[config.mk]
export PLATFORM = sky130hd
export DESIGN_NAME = multicycle_control_flat
export DESIGN_NICKNAME = d
export VERILOG_FILES = /design/src/rtl/legv8_ctrl_pkg.sv /design/src/rtl/multicycle_control_if.sv /design/src/rtl/legv8_opcode_class.sv /design/src/rtl/multicycle_control.sv /design/src/flat_wrapper.sv
export SDC_FILE = /design/constraint.sdc
export NUM_CORES = 1
export LEC_CHECK = 0
export ABC_AREA = 1
export BUFFER_PORTS_ARGS = -buffer_cell sky130_fd_sc_hd__clkbuf_2
export CORE_MARGIN = 2
export CORE_UTILIZATION = 40
export CTS_BUF_LIST = sky130_fd_sc_hd__clkbuf_16
export DETAILED_ROUTE_END_ITERATION = 8
export GPL_TIMING_DRIVEN = 0
export PLACE_DENSITY_LB_ADDON = 0.2
export SLEW_MARGIN = 5
export SYNTH_ARGS = -nofsm -noshare
export SYNTH_HDL_FRONTEND = slang
export SYNTH_HIERARCHICAL = 1
export SYNTH_SLANG_ARGS = --single-unit
[constraint.sdc]
create_clock -name clk -period 1.78 [get_ports clk]
set_input_delay 0.178 -clock clk [delete_from_list [all_inputs] [get_ports clk]]
set_output_delay 0.178 -clock clk [all_outputs]
set_load 0.02 [all_outputs]
[src/rtl/legv8_ctrl_pkg.sv]
// Shared types and constants for the LEGv8 multicycle controller:
// state encoding, instruction classes, opcode patterns and control encodings.
package legv8_ctrl_pkg;

  typedef enum logic [3:0] {
    FETCH  = 4'd0,
    DECODE = 4'd1,
    EXEC_R = 4'd2,
    EXEC_I = 4'd3,
    ADDR   = 4'd4,
    MEM_RD = 4'd5,
    MEM_WR = 4'd6,
    WB_ALU = 4'd7,
    WB_MEM = 4'd8,
    BRANCH = 4'd9,
    FAULT  = 4'd10
  } state_t;

  typedef enum logic [2:0] {
    CLS_R    = 3'd0,
    CLS_I    = 3'd1,
    CLS_LD   = 3'd2,
    CLS_ST   = 3'd3,
    CLS_CBZ  = 3'd4,
    CLS_CBNZ = 3'd5,
    CLS_B    = 3'd6,
    CLS_ILL  = 3'd7
  } instr_class_t;

  localparam int OPC_BITS = 11;

  localparam logic [10:0] OPC_ADD  = 11'b10001011000;
  localparam logic [10:0] OPC_SUB  = 11'b11001011000;
  localparam logic [10:0] OPC_AND  = 11'b10001010000;
  localparam logic [10:0] OPC_ORR  = 11'b10101010000;
  localparam logic [10:0] OPC_LDUR = 11'b11111000010;
  localparam logic [10:0] OPC_STUR = 11'b11111000000;
  localparam logic [10:0] OPC_ADDI = 11'b10010001000;
  localparam logic [10:0] OPC_SUBI = 11'b11010001000;
  localparam logic [10:0] MASK_IMM = 11'b11111111110;
  localparam logic [10:0] OPC_CBZ  = 11'b10110100000;
  localparam logic [10:0] OPC_CBNZ = 11'b10110101000;
  localparam logic [10:0] MASK_CB  = 11'b11111111000;
  localparam logic [10:0] OPC_B    = 11'b00010100000;
  localparam logic [10:0] MASK_B   = 11'b11111100000;

  localparam logic [1:0] ALU_ADD   = 2'b00;
  localparam logic [1:0] ALU_PASSB = 2'b01;
  localparam logic [1:0] ALU_RTYPE = 2'b10;
  localparam logic [1:0] ALU_IMM   = 2'b11;

  localparam logic [1:0] ALUB_REG = 2'b00;
  localparam logic [1:0] ALUB_IMM = 2'b01;

  localparam logic [1:0] PC_SRC_SEQ    = 2'b00;
  localparam logic [1:0] PC_SRC_COND   = 2'b01;
  localparam logic [1:0] PC_SRC_UNCOND = 2'b10;

  // Pure Moore control word; input-qualified outputs are formed in the top.
  typedef struct packed {
    logic       mem_read;
    logic       iord;
    logic       mem_write;
    logic [1:0] alu_src_b;
    logic [1:0] alu_op;
    logic       mem_to_reg;
    logic       reg_write;
    logic       instr_done;
    logic       fault;
  } ctrl_t;

  function automatic logic op_match(logic [10:0] op, logic [10:0] val, logic [10:0] mask);
    return (op & mask) == val;
  endfunction

  function automatic ctrl_t moore_ctrl(state_t s);
    ctrl_t c;
    c = {$bits(ctrl_t){1'b0}};
    case (s)
      FETCH:  c.mem_read = 1'b1;
      EXEC_R: begin c.alu_src_b = ALUB_REG; c.alu_op = ALU_RTYPE; end
      EXEC_I: begin c.alu_src_b = ALUB_IMM; c.alu_op = ALU_IMM; end
      ADDR:   begin c.alu_src_b = ALUB_IMM; c.alu_op = ALU_ADD; end
      MEM_RD: begin c.mem_read = 1'b1; c.iord = 1'b1; end
      MEM_WR: begin c.mem_write = 1'b1; c.iord = 1'b1; end
      WB_ALU: begin c.reg_write = 1'b1; c.instr_done = 1'b1; end
      WB_MEM: begin c.reg_write = 1'b1; c.mem_to_reg = 1'b1; c.instr_done = 1'b1; end
      BRANCH: begin c.alu_src_b = ALUB_REG; c.alu_op = ALU_PASSB; c.instr_done = 1'b1; end
      FAULT:  c.fault = 1'b1;
      default: c = {$bits(ctrl_t){1'b0}};
    endcase
    return c;
  endfunction

endpackage

[src/rtl/multicycle_control_if.sv]
// Controller <-> datapath/memory bundle. The controller uses the slave modport,
// the datapath side (or a testbench) the master modport.
interface multicycle_control_if #(parameter int OPCODE_W = 11);
  logic [OPCODE_W-1:0] opcode;
  logic                zero;
  logic                mem_ready;
  logic                pc_write;
  logic [1:0]          pc_src;
  logic                ir_write;
  logic                iord;
  logic                mem_read;
  logic                mem_write;
  logic                reg2loc;
  logic [1:0]          alu_src_b;
  logic [1:0]          alu_op;
  logic                mem_to_reg;
  logic                reg_write;
  logic                instr_done;
  logic                illegal_instr;
  logic                fault;
  logic [3:0]          state_o;

  modport slave (
    input  opcode, zero, mem_ready,
    output pc_write, pc_src, ir_write, iord, mem_read, mem_write, reg2loc,
           alu_src_b, alu_op, mem_to_reg, reg_write, instr_done,
           illegal_instr, fault, state_o
  );

  modport master (
    output opcode, zero, mem_ready,
    input  pc_write, pc_src, ir_write, iord, mem_read, mem_write, reg2loc,
           alu_src_b, alu_op, mem_to_reg, reg_write, instr_done,
           illegal_instr, fault, state_o
  );
endinterface

[src/rtl/legv8_opcode_class.sv]
// Combinational opcode classifier; optional instructions fold into CLS_ILL
// when their SUPPORT_* parameter is 0.
module legv8_opcode_class
  import legv8_ctrl_pkg::*;
#(
  parameter int SUPPORT_IMM  = 1,
  parameter int SUPPORT_CBNZ = 1
) (
  input  logic [10:0]  opcode,
  output instr_class_t cls,
  output logic         reg2loc
);

  // Map opcode to class; reg2loc follows the class so a disabled CBNZ reads Rm.
  always_comb begin
    cls = CLS_ILL;
    if (opcode == OPC_ADD || opcode == OPC_SUB || opcode == OPC_AND || opcode == OPC_ORR) begin
      cls = CLS_R;
    end else if ((SUPPORT_IMM != 0) &&
                 (op_match(opcode, OPC_ADDI, MASK_IMM) || op_match(opcode, OPC_SUBI, MASK_IMM))) begin
      cls = CLS_I;
    end else if (opcode == OPC_LDUR) begin
      cls = CLS_LD;
    end else if (opcode == OPC_STUR) begin
      cls = CLS_ST;
    end else if (op_match(opcode, OPC_CBZ, MASK_CB)) begin
      cls = CLS_CBZ;
    end else if ((SUPPORT_CBNZ != 0) && op_match(opcode, OPC_CBNZ, MASK_CB)) begin
      cls = CLS_CBNZ;
    end else if (op_match(opcode, OPC_B, MASK_B)) begin
      cls = CLS_B;
    end else begin
      cls = CLS_ILL;
    end
    reg2loc = (cls == CLS_ST) || (cls == CLS_CBZ) || (cls == CLS_CBNZ);
  end

endmodule

[src/rtl/multicycle_control.sv]
// LEGv8 multicycle controller: Moore FSM with a per-memory-state watchdog.
// Control word is registered from the next state; only input-qualified bits are combinational.
module multicycle_control
  import legv8_ctrl_pkg::*;
#(
  parameter int OPCODE_W     = 11,
  parameter int MAX_WAIT     = 15,
  parameter int SUPPORT_IMM  = 1,
  parameter int SUPPORT_CBNZ = 1
) (
  input logic                 clk,
  input logic                 reset,
  multicycle_control_if.slave bus
);

  localparam int CNT_W = (MAX_WAIT > 0) ? $clog2(MAX_WAIT + 1) : 1;
  localparam logic [CNT_W-1:0] WAIT_LIM = CNT_W'(MAX_WAIT);

  state_t           state_r;
  state_t           next_state_s;
  ctrl_t            ctl_r;
  logic [CNT_W-1:0] wait_cnt_r;
  instr_class_t     cls_s;
  logic             r2l_s;
  logic [10:0]      opc_s;
  logic             waiting_s;
  logic             wd_hit_s;
  logic             pc_write_s;
  logic [1:0]       pc_src_s;
  logic             ir_write_s;
  logic             instr_done_s;
  logic             illegal_s;

  assign opc_s = bus.opcode[OPCODE_W-1 -: OPC_BITS];

  legv8_opcode_class #(
    .SUPPORT_IMM  (SUPPORT_IMM),
    .SUPPORT_CBNZ (SUPPORT_CBNZ)
  ) u_class (
    .opcode  (opc_s),
    .cls     (cls_s),
    .reg2loc (r2l_s)
  );

  assign waiting_s = ((state_r == FETCH) || (state_r == MEM_RD) || (state_r == MEM_WR)) && !bus.mem_ready;
  // A ready on the limit cycle still completes the access.
  assign wd_hit_s  = (MAX_WAIT != 0) && waiting_s && (wait_cnt_r == WAIT_LIM);

  // Next-state selection.
  always_comb begin
    next_state_s = state_r;
    case (state_r)
      FETCH: begin
        if (bus.mem_ready)  next_state_s = DECODE;
        else if (wd_hit_s)  next_state_s = FAULT;
        else                next_state_s = FETCH;
      end
      DECODE: begin
        case (cls_s)
          CLS_R:                    next_state_s = EXEC_R;
          CLS_I:                    next_state_s = EXEC_I;
          CLS_LD, CLS_ST:           next_state_s = ADDR;
          CLS_CBZ, CLS_CBNZ, CLS_B: next_state_s = BRANCH;
          default:                  next_state_s = FAULT;
        endcase
      end
      EXEC_R, EXEC_I: next_state_s = WB_ALU;
      ADDR: begin
        if (cls_s == CLS_LD)       next_state_s = MEM_RD;
        else if (cls_s == CLS_ST)  next_state_s = MEM_WR;
        else                       next_state_s = FAULT;
      end
      MEM_RD: begin
        if (bus.mem_ready)  next_state_s = WB_MEM;
        else if (wd_hit_s)  next_state_s = FAULT;
        else                next_state_s = MEM_RD;
      end
      MEM_WR: begin
        if (bus.mem_ready)  next_state_s = FETCH;
        else if (wd_hit_s)  next_state_s = FAULT;
        else                next_state_s = MEM_WR;
      end
      WB_ALU, WB_MEM, BRANCH: next_state_s = FETCH;
      FAULT:                  next_state_s = FAULT;
      default:                next_state_s = FAULT;
    endcase
  end

  // State, watchdog counter and registered Moore control word.
  always_ff @(posedge clk) begin
    if (reset) begin
      state_r    <= FETCH;
      wait_cnt_r <= {CNT_W{1'b0}};
      ctl_r      <= moore_ctrl(FETCH);
    end else begin
      state_r <= next_state_s;
      ctl_r   <= moore_ctrl(next_state_s);
      if (next_state_s != state_r) begin
        wait_cnt_r <= {CNT_W{1'b0}};
      end else if (waiting_s && (MAX_WAIT != 0)) begin
        wait_cnt_r <= wait_cnt_r + CNT_W'(1);
      end else begin
        wait_cnt_r <= wait_cnt_r;
      end
    end
  end

  // Outputs that depend on mem_ready, zero or opcode class in the current state.
  always_comb begin
    pc_write_s   = 1'b0;
    pc_src_s     = PC_SRC_SEQ;
    ir_write_s   = 1'b0;
    instr_done_s = ctl_r.instr_done;
    illegal_s    = 1'b0;
    case (state_r)
      FETCH: begin
        ir_write_s = bus.mem_ready;
        pc_write_s = bus.mem_ready;
      end
      DECODE: illegal_s    = (cls_s == CLS_ILL);
      MEM_WR: instr_done_s = bus.mem_ready;
      BRANCH: begin
        case (cls_s)
          CLS_B:    begin pc_write_s = 1'b1;      pc_src_s = PC_SRC_UNCOND; end
          CLS_CBZ:  begin pc_write_s = bus.zero;  pc_src_s = PC_SRC_COND;   end
          CLS_CBNZ: begin pc_write_s = !bus.zero; pc_src_s = PC_SRC_COND;   end
          default:  begin pc_write_s = 1'b0;      pc_src_s = PC_SRC_SEQ;    end
        endcase
      end
      default: pc_write_s = 1'b0;
    endcase
  end

  assign bus.pc_write      = !reset && pc_write_s;
  assign bus.pc_src        = reset ? 2'b00 : pc_src_s;
  assign bus.ir_write      = !reset && ir_write_s;
  assign bus.iord          = !reset && ctl_r.iord;
  assign bus.mem_read      = !reset && ctl_r.mem_read;
  assign bus.mem_write     = !reset && ctl_r.mem_write;
  assign bus.reg2loc       = !reset && r2l_s && (state_r != FETCH) && (state_r != FAULT);
  assign bus.alu_src_b     = reset ? 2'b00 : ctl_r.alu_src_b;
  assign bus.alu_op        = reset ? 2'b00 : ctl_r.alu_op;
  assign bus.mem_to_reg    = !reset && ctl_r.mem_to_reg;
  assign bus.reg_write     = !reset && ctl_r.reg_write;
  assign bus.instr_done    = !reset && instr_done_s;
  assign bus.illegal_instr = !reset && illegal_s;
  assign bus.fault         = !reset && ctl_r.fault;
  assign bus.state_o       = reset ? 4'd0 : state_r;

endmodule
[src/flat_wrapper.sv]
// flat-port wrapper written by rule: the top's interface ports become plain ports
module multicycle_control_flat import legv8_ctrl_pkg::*;
#(
  parameter int OPCODE_W     = 11,
  parameter int MAX_WAIT     = 15,
  parameter int SUPPORT_IMM  = 1,
  parameter int SUPPORT_CBNZ = 1
)
  (clk, reset, bus_opcode, bus_zero, bus_mem_ready, bus_pc_write, bus_pc_src, bus_ir_write, bus_iord, bus_mem_read, bus_mem_write, bus_reg2loc, bus_alu_src_b, bus_alu_op, bus_mem_to_reg, bus_reg_write, bus_instr_done, bus_illegal_instr, bus_fault, bus_state_o);
  multicycle_control_if #(.OPCODE_W(OPCODE_W)) bus_i ();
  input logic clk;
  input logic reset;
  input wire logic [$bits(bus_i.opcode)-1:0] bus_opcode;
  input wire logic [$bits(bus_i.zero)-1:0] bus_zero;
  input wire logic [$bits(bus_i.mem_ready)-1:0] bus_mem_ready;
  output wire logic [$bits(bus_i.pc_write)-1:0] bus_pc_write;
  output wire logic [$bits(bus_i.pc_src)-1:0] bus_pc_src;
  output wire logic [$bits(bus_i.ir_write)-1:0] bus_ir_write;
  output wire logic [$bits(bus_i.iord)-1:0] bus_iord;
  output wire logic [$bits(bus_i.mem_read)-1:0] bus_mem_read;
  output wire logic [$bits(bus_i.mem_write)-1:0] bus_mem_write;
  output wire logic [$bits(bus_i.reg2loc)-1:0] bus_reg2loc;
  output wire logic [$bits(bus_i.alu_src_b)-1:0] bus_alu_src_b;
  output wire logic [$bits(bus_i.alu_op)-1:0] bus_alu_op;
  output wire logic [$bits(bus_i.mem_to_reg)-1:0] bus_mem_to_reg;
  output wire logic [$bits(bus_i.reg_write)-1:0] bus_reg_write;
  output wire logic [$bits(bus_i.instr_done)-1:0] bus_instr_done;
  output wire logic [$bits(bus_i.illegal_instr)-1:0] bus_illegal_instr;
  output wire logic [$bits(bus_i.fault)-1:0] bus_fault;
  output wire logic [$bits(bus_i.state_o)-1:0] bus_state_o;
  assign bus_i.opcode = bus_opcode;
  assign bus_i.zero = bus_zero;
  assign bus_i.mem_ready = bus_mem_ready;
  assign bus_pc_write = bus_i.pc_write;
  assign bus_pc_src = bus_i.pc_src;
  assign bus_ir_write = bus_i.ir_write;
  assign bus_iord = bus_i.iord;
  assign bus_mem_read = bus_i.mem_read;
  assign bus_mem_write = bus_i.mem_write;
  assign bus_reg2loc = bus_i.reg2loc;
  assign bus_alu_src_b = bus_i.alu_src_b;
  assign bus_alu_op = bus_i.alu_op;
  assign bus_mem_to_reg = bus_i.mem_to_reg;
  assign bus_reg_write = bus_i.reg_write;
  assign bus_instr_done = bus_i.instr_done;
  assign bus_illegal_instr = bus_i.illegal_instr;
  assign bus_fault = bus_i.fault;
  assign bus_state_o = bus_i.state_o;
  multicycle_control #(.OPCODE_W(OPCODE_W), .MAX_WAIT(MAX_WAIT), .SUPPORT_IMM(SUPPORT_IMM), .SUPPORT_CBNZ(SUPPORT_CBNZ)) u_core (.clk(clk), .reset(reset), .bus(bus_i));
endmodule
==> results of run 1 <==
## critical path: stages
cell,delay [ns]
clkbuf_2,0.12
inv_1,0.09
nand2_1,0.06
nor2_2,0.11
nand3_2,0.10
nand3_1,0.14
nor2_4,0.07
buf_4,0.13
xor2_1,0.16
o22ai_1,0.21
clkbuf_2,0.21
## what timing repair did
action	CTS	global route
setup endpoints to repair	12	19
endpoints found under the hold margin	0	0
resized for setup	9	76
buffers inserted	0	9
pin swaps	0	29
gates cloned	0	0
## power breakdown
| part | switching (µW) | internal (µW) |
|---|---|---|
| registers | 92.1 | 526 |
| clock network | 154 | 299 |
| logic | 1110 | 541 |
## cell families (layout without fill, tap and decap cells)
logic type	Yosys count	after routing	synth area share [%]
AO/OA/AOI/OAI	14	14	5.76
XOR/XNOR	4	4	2.52
other	1	1	0.270
flip-flops	18	18	25.9
AND/OR/NAND/NOR	151	151	52.0
adder cells (fa/ha/maj)	1	1	0.899
buffers and inverters	46	93	12.7
## synth_stat cells
library cell	instances
a21oi_1	3
a31oi_1	1
a31oi_2	1
buf_1	1
buf_4	1
clkbuf_1	1
clkinv_1	1
conb_1	1
dfxtp_1	18
ha_1	1
inv_1	36
inv_2	6
nand2_1	46
nand2_2	7
nand2_4	1
nand3_1	17
nand3_2	6
nand4_1	7
nor2_1	47
nor2_2	9
nor3_1	6
nor3_2	3
nor3b_1	1
nor4_1	1
o21ai_0	6
o21ai_1	2
o22ai_1	1
xnor2_1	1
xor2_1	3
## layout by cell type (no fill, tap or decap), drive strengths merged
| cell | instances |
|---|---|
| inv | 42 |
| conb | 1 |
| nor3b | 1 |
| xor2 | 3 |
| nand3 | 23 |
| a31oi | 2 |
| buf | 18 |
| nor2 | 56 |
| clkbuf | 31 |
| a21oi | 3 |
| dfxtp | 18 |
| o21ai | 8 |
| ha | 1 |
| nor3 | 9 |
| nor4 | 1 |
| o22ai | 1 |
| nand2 | 54 |
| clkinv | 2 |
| xnor2 | 1 |
| nand4 | 7 |
## metrics by stage
step | util, % | power (µW)
2_1_floorplan | - | 1620
3_3_place_gp | 48.5 | 1920
6_report | 60.3 | 2720
4_1_cts | 51.6 | 2390
3_5_place_dp | 48.5 | 1930
5_1_grt | 60.3 | 2930
## worst paths after layout
kind                            slack [ns]              endpoint  depth (start not counted)
worst max-delay path                 0.009          bus_pc_write                         11
worst min-delay path                  0.36       u_core/ctl_r[0]                          3
worst max register to register        0.06       u_core/ctl_r[0]                         11
worst min register to register        0.55  u_core/wait_cnt_r[3]                          3
## registers in the layout, summed over array words and instances, names as in the netlist
name / cells
u_core/state_r: 4
u_core/ctl_r: 10
u_core/wait_cnt_r: 4
## layout make-up
cell class	count	area, µm²
Inverter	43	169
Clock inverter	1	3.75
Fill cell	320	1320
Clock buffer	3	75.1
Timing Repair Buffer	43	275
Tap cell	46	57.6
Multi-Input combinational cell	171	1050
Sequential cell	18	364
Buffer	3	15.0
## metal layers
layer	vias up	routed length, µm	global-route usage, %
met5	-	0	0
met4	0	91	8.33
met3	13	166	2.34
met2	53	2000	28.6
met1	706	1550	23.7
li1	829	-	-
==> flow_summary.yaml, run 1 <==
run_status:
  status: "finished, final reports clean"
floorplanning:
  initial_core_util_pct: 41.7
  pin_count: 36
  core_region_area_um2: 3340
  die_x_um: 63.0
  die_area_um2: 3970
  row_count: 21
  die_h_um: 63.0
logic_synthesis:
  yosys.area.top_type_share_pct: 25.9
  synth_nets: 251
  synth_area_um2: 1390
  yosys-top-cells-area: "dfxtp_1, nor2_1, nand2_1"
  yosys_warnings: 6
  syn_inst: 235
  ys_seq_elements: 18
  synth_area_leader_cell: "dfxtp_1"
  syn_area_per_cell_um2: 5.92
  seq_area_frac_synth_pct: 25.9
  ys_types: 29
job:
  maxCapViolations: 0
worst_setup_path:
  critPathKind: "in2out"
  end_kind: "output port"
  crit_start: "bus_opcode[9]"
  r2r_start: "u_core/state_r[1]"
  cp-start-kind: "input pin"
  cp_data_arrival_time_ns: 1.59
  worstPathRequired_ns: 1.60
  path_max_fanout: 6
finish:
  layout.nets: 299
  fin_area_um2: 2010
  final_cells: 328
  diodes: 0
  area_delta_synth_final_pct: 44.7
  final_layout_size_suffix_gt1_share_pct: 44.3
place:
  numPortBuffers: 34
  placed_cells: 315
  placed_area_um2: 1620
  dp_slack_ns: -0.377
  hpwl_um: 2560
  gp_congestion: 0.901
cts:
  cts.sinks: 18
  cts_buffers: 3
  root_buffer: "clkbuf_16"
  path_clk_slew_ns: 0.05
  holdBufCountCts: 0
  cts-htree-levels: 1
  clockBufferDepth: 2
  cts_tree: "yes"
  worstSkewPairLatency_ns: 0.25
worst_hold_path:
  hp-start: "bus_mem_ready"
  hold_class: "in2reg"
global_route:
  grt_pass1_wl_um: 5830
  grt-ovfl-total: 0
  grt_usage_pct: 17.9
  grt_antenna_before_repair: 0
  grt_max_degree: 11
  first_global_vias: 1390
power_and_ir_drop:
  p_per_area_nw_per_um2: 1350
  irDropWorstVdd_v: 0.000500
  p_leak_uw: 0.000993
routing:
  totalWireLength_um: 3810
  route.vias.total: 1601
  drc_errors: 0
  antenna_left: 0
  drt_iter0_drc: 93
  dr.pass1.iters: 4
  wl_per_cell_um: 11.6
  via_per_inst: 4.88
timing:
  setup_viol: 0
  rsz0062_at_grt: "true"
  finClkSkew_ns: 0.00150
  period_share_pct: 99.5
  fmax_ghz: 0.565
  holdWs_ns: 0.359
  period_minus_slack_ns: 1.77
  tns_ns: 0
  fin_ws_ns: 0.00865
  drv_slew: 0
  final-hold-violation-count: 0
Power figures use the tool's default switching activity.
==> inputs of run 2 (changes only) <==
--- a/config.mk
+++ b/config.mk
@@ -6,9 +6,10 @@
 export NUM_CORES = 1
 export LEC_CHECK = 0
 export ABC_AREA = 1
-export BUFFER_PORTS_ARGS = -buffer_cell sky130_fd_sc_hd__clkbuf_2
+export BUFFER_PORTS_ARGS = -buffer_cell sky130_fd_sc_hd__buf_2
+export CAP_MARGIN = 20
 export CORE_MARGIN = 2
-export CORE_UTILIZATION = 40
+export CORE_UTILIZATION = 47
 export CTS_BUF_LIST = sky130_fd_sc_hd__clkbuf_16
 export DETAILED_ROUTE_END_ITERATION = 8
 export GPL_TIMING_DRIVEN = 0
==> run 2 against run 1 <==
Net effect:
- the run now ends with setup timing left
- utilization increased by 13 points
- maximum frequency decreased by 4.6%
- cell count decreased by 4.9%
- non-clock buffer count decreased by 1
- register-to-register slack got worse by 0.11 ns
- global-route usage increased by 3.3 points
- routed wire length increased by 8.0%
- die area decreased by 14%
- critical path type is now in2reg
- critical endpoint is now u_core/ctl_r[6]
- largest power group unchanged
==> flow_summary.yaml, run 2 (synthesis results as in run 1) <==
floorplanning:
  pin_count: 36
  core_region_area_um2: 2780
  initial_core_util_pct: 50.0
  die_area_um2: 3410
  die_h_um: 58.4
  row_count: 19
  die_x_um: 58.4
finish:
  layout.nets: 298
  fillers: 220
  final_layout_size_suffix_gt1_share_pct: 47.7
  final_cells: 312
  diodes: 0
  regArea_um2: 364
  mostFrequentLayoutCell: "nor2_1"
  largest_reg_flops: 10
  final_cell_mix: "nor2_1, nand2_1, buf_2, inv_1, nand2_2"
  regMostFlops: "u_core/ctl_r"
  multi_input_area_um2: 1090
  top_regs: "u_core/ctl_r: 10 flops, u_core/state_r: 4 flops, u_core/wait_cnt_r: 4 flops"
  area_delta_synth_final_pct: 46.7
  utilization_pct: 73.4
  fin_area_um2: 2040
global_route:
  first_global_vias: 1402
  grt_pass1_wl_um: 5730
  grt_max_degree: 11
  grt-ovfl-total: 0
  grt_usage_pct: 21.2
  grt_antenna_before_repair: 0
worst_setup_path:
  timing.critical_path.mode_cell: "nand2_2"
  slowest_stage: "nor2_1"
  end_kind: "register"
  cp-start-kind: "input pin"
  path_cells: "buf_2, inv_2, nand3_2, nor2_1, nand2_2, nand2_4, nor2_4, inv_2, nand2_4, o21ai_2, nand3_1, nor2_2, nand2_2, nor2_4, buf_6, nand2_2, o21ai_1"
  critPathKind: "in2reg"
  path_buf_inv: 4
  path_delay_family: "simple AND/OR/NAND/NOR gates"
  cp_data_arrival_time_ns: 2.03
  worstPathRequired_ns: 1.96
  r2r_slack_ns: -0.05
  critPathMaxStageDelay_ns: 0.17
  path_max_fanout: 5
timing:
  setup_viol: 8
  finClkSkew_ns: 0.00122
  drv_slew: 0
  period_share_pct: 104
  fin_ws_ns: -0.0761
  final-hold-violation-count: 0
  holdWs_ns: 0.325
  period_minus_slack_ns: 1.86
  rsz0062_at_grt: "true"
  fmax_ghz: 0.539
routing:
  drc_errors: 0
  dr.pass1.iters: 5
  wl_per_cell_um: 13.2
  via_per_inst: 5.26
  antenna_left: 0
  drt_iter0_drc: 46
  route.vias.total: 1640
  totalWireLength_um: 4110
cts:
  worstSkewPairLatency_ns: 0.24
  holdBufCountCts: 0
  cts_tree: "yes"
  path_clk_slew_ns: 0.05
  cts-htree-levels: 1
  root_buffer: "clkbuf_16"
  clockBufferDepth: 2
  cts.sinks: 18
  cts_buffers: 3
power_and_ir_drop:
  p_leak_uw: 0.00102
  p_per_area_nw_per_um2: 1370
  irDropWorstVdd_v: 0.00116
place:
  placed_area_um2: 1600
  placed_cells: 300
  dp_slack_ns: -0.400
  gp_congestion: 0.901
  numPortBuffers: 34
  hpwl_um: 2620
job:
  maxCapViolations: 0
run_status:
  status: "complete, but fails checks"
  violations: "setup timing"
worst_hold_path:
  hold_class: "in2reg"
run 2: cell types whose count changed in the layout (fill, tap and decap cells not counted), moves of 2 or more:
cell / change
nand2_2: +3
nor2_2: +2
buf_2: +26
nand2_1: -4
nand3_2: +3
nand3_1: -3
buf_4: -2
clkbuf_2: -27
run 2: worst min-delay path, cell delays in order:
cell     delay (ns)
buf_2          0.11
o21ai_2        0.09
a31oi_2        0.14
run 2: power breakdown:
group / internal [µW] / switching, µW
clock network: 298 / 142
logic: 600 / 1150
registers: 526 / 85.1
total: 1420 / 1380
run 2: layout make-up:
class                           count  share of cell area [%]
Sequential cell                    18                    17.8
Tap cell                           31                    1.90
Multi-Input combinational cell    171                    53.2
Clock inverter                      1                   0.184
Inverter                           43                    8.64
Clock buffer                        3                    3.68
Buffer                              3                   0.736
Timing Repair Buffer               42                    13.8
run 2: final timing paths:
check	depth (start not counted)	to	start
setup / recovery	17	u_core/ctl_r[6]	bus_opcode[7]
setup reg to reg	9	u_core/wait_cnt_r[3]	u_core/state_r[1]
hold reg to reg	4	u_core/wait_cnt_r[1]	u_core/wait_cnt_r[1]
hold / removal	3	u_core/ctl_r[0]	bus_mem_ready
run 2: through the flow:
step	total power, µW	TNS [ns]
after floorplan	1620	0
after global placement	1910	-4.45
after detailed placement	1920	-4.77
after CTS	2380	-0.00693
after global routing	3020	-1.89
final	2810	-0.413
run 2: repair_timing:
item | in CTS | in global routing
gates resized for setup | 10 | 86
pin swaps | 0 | 36
buffers inserted | 0 | 8
setup endpoints to repair | 13 | 18
run 2: per-layer routing:
| metal | GRT usage (%) | vias to the layer above | part of all wire, % |
|---|---|---|---|
| li1 | - | 826 | - |
| met1 | 26.6 | 723 | 41 |
| met2 | 36.3 | 71 | 51 |
| met3 | 5.27 | 20 | 5.8 |
| met4 | 4.98 | 0 | 2.9 |
| met5 | 0 | - | 0 |
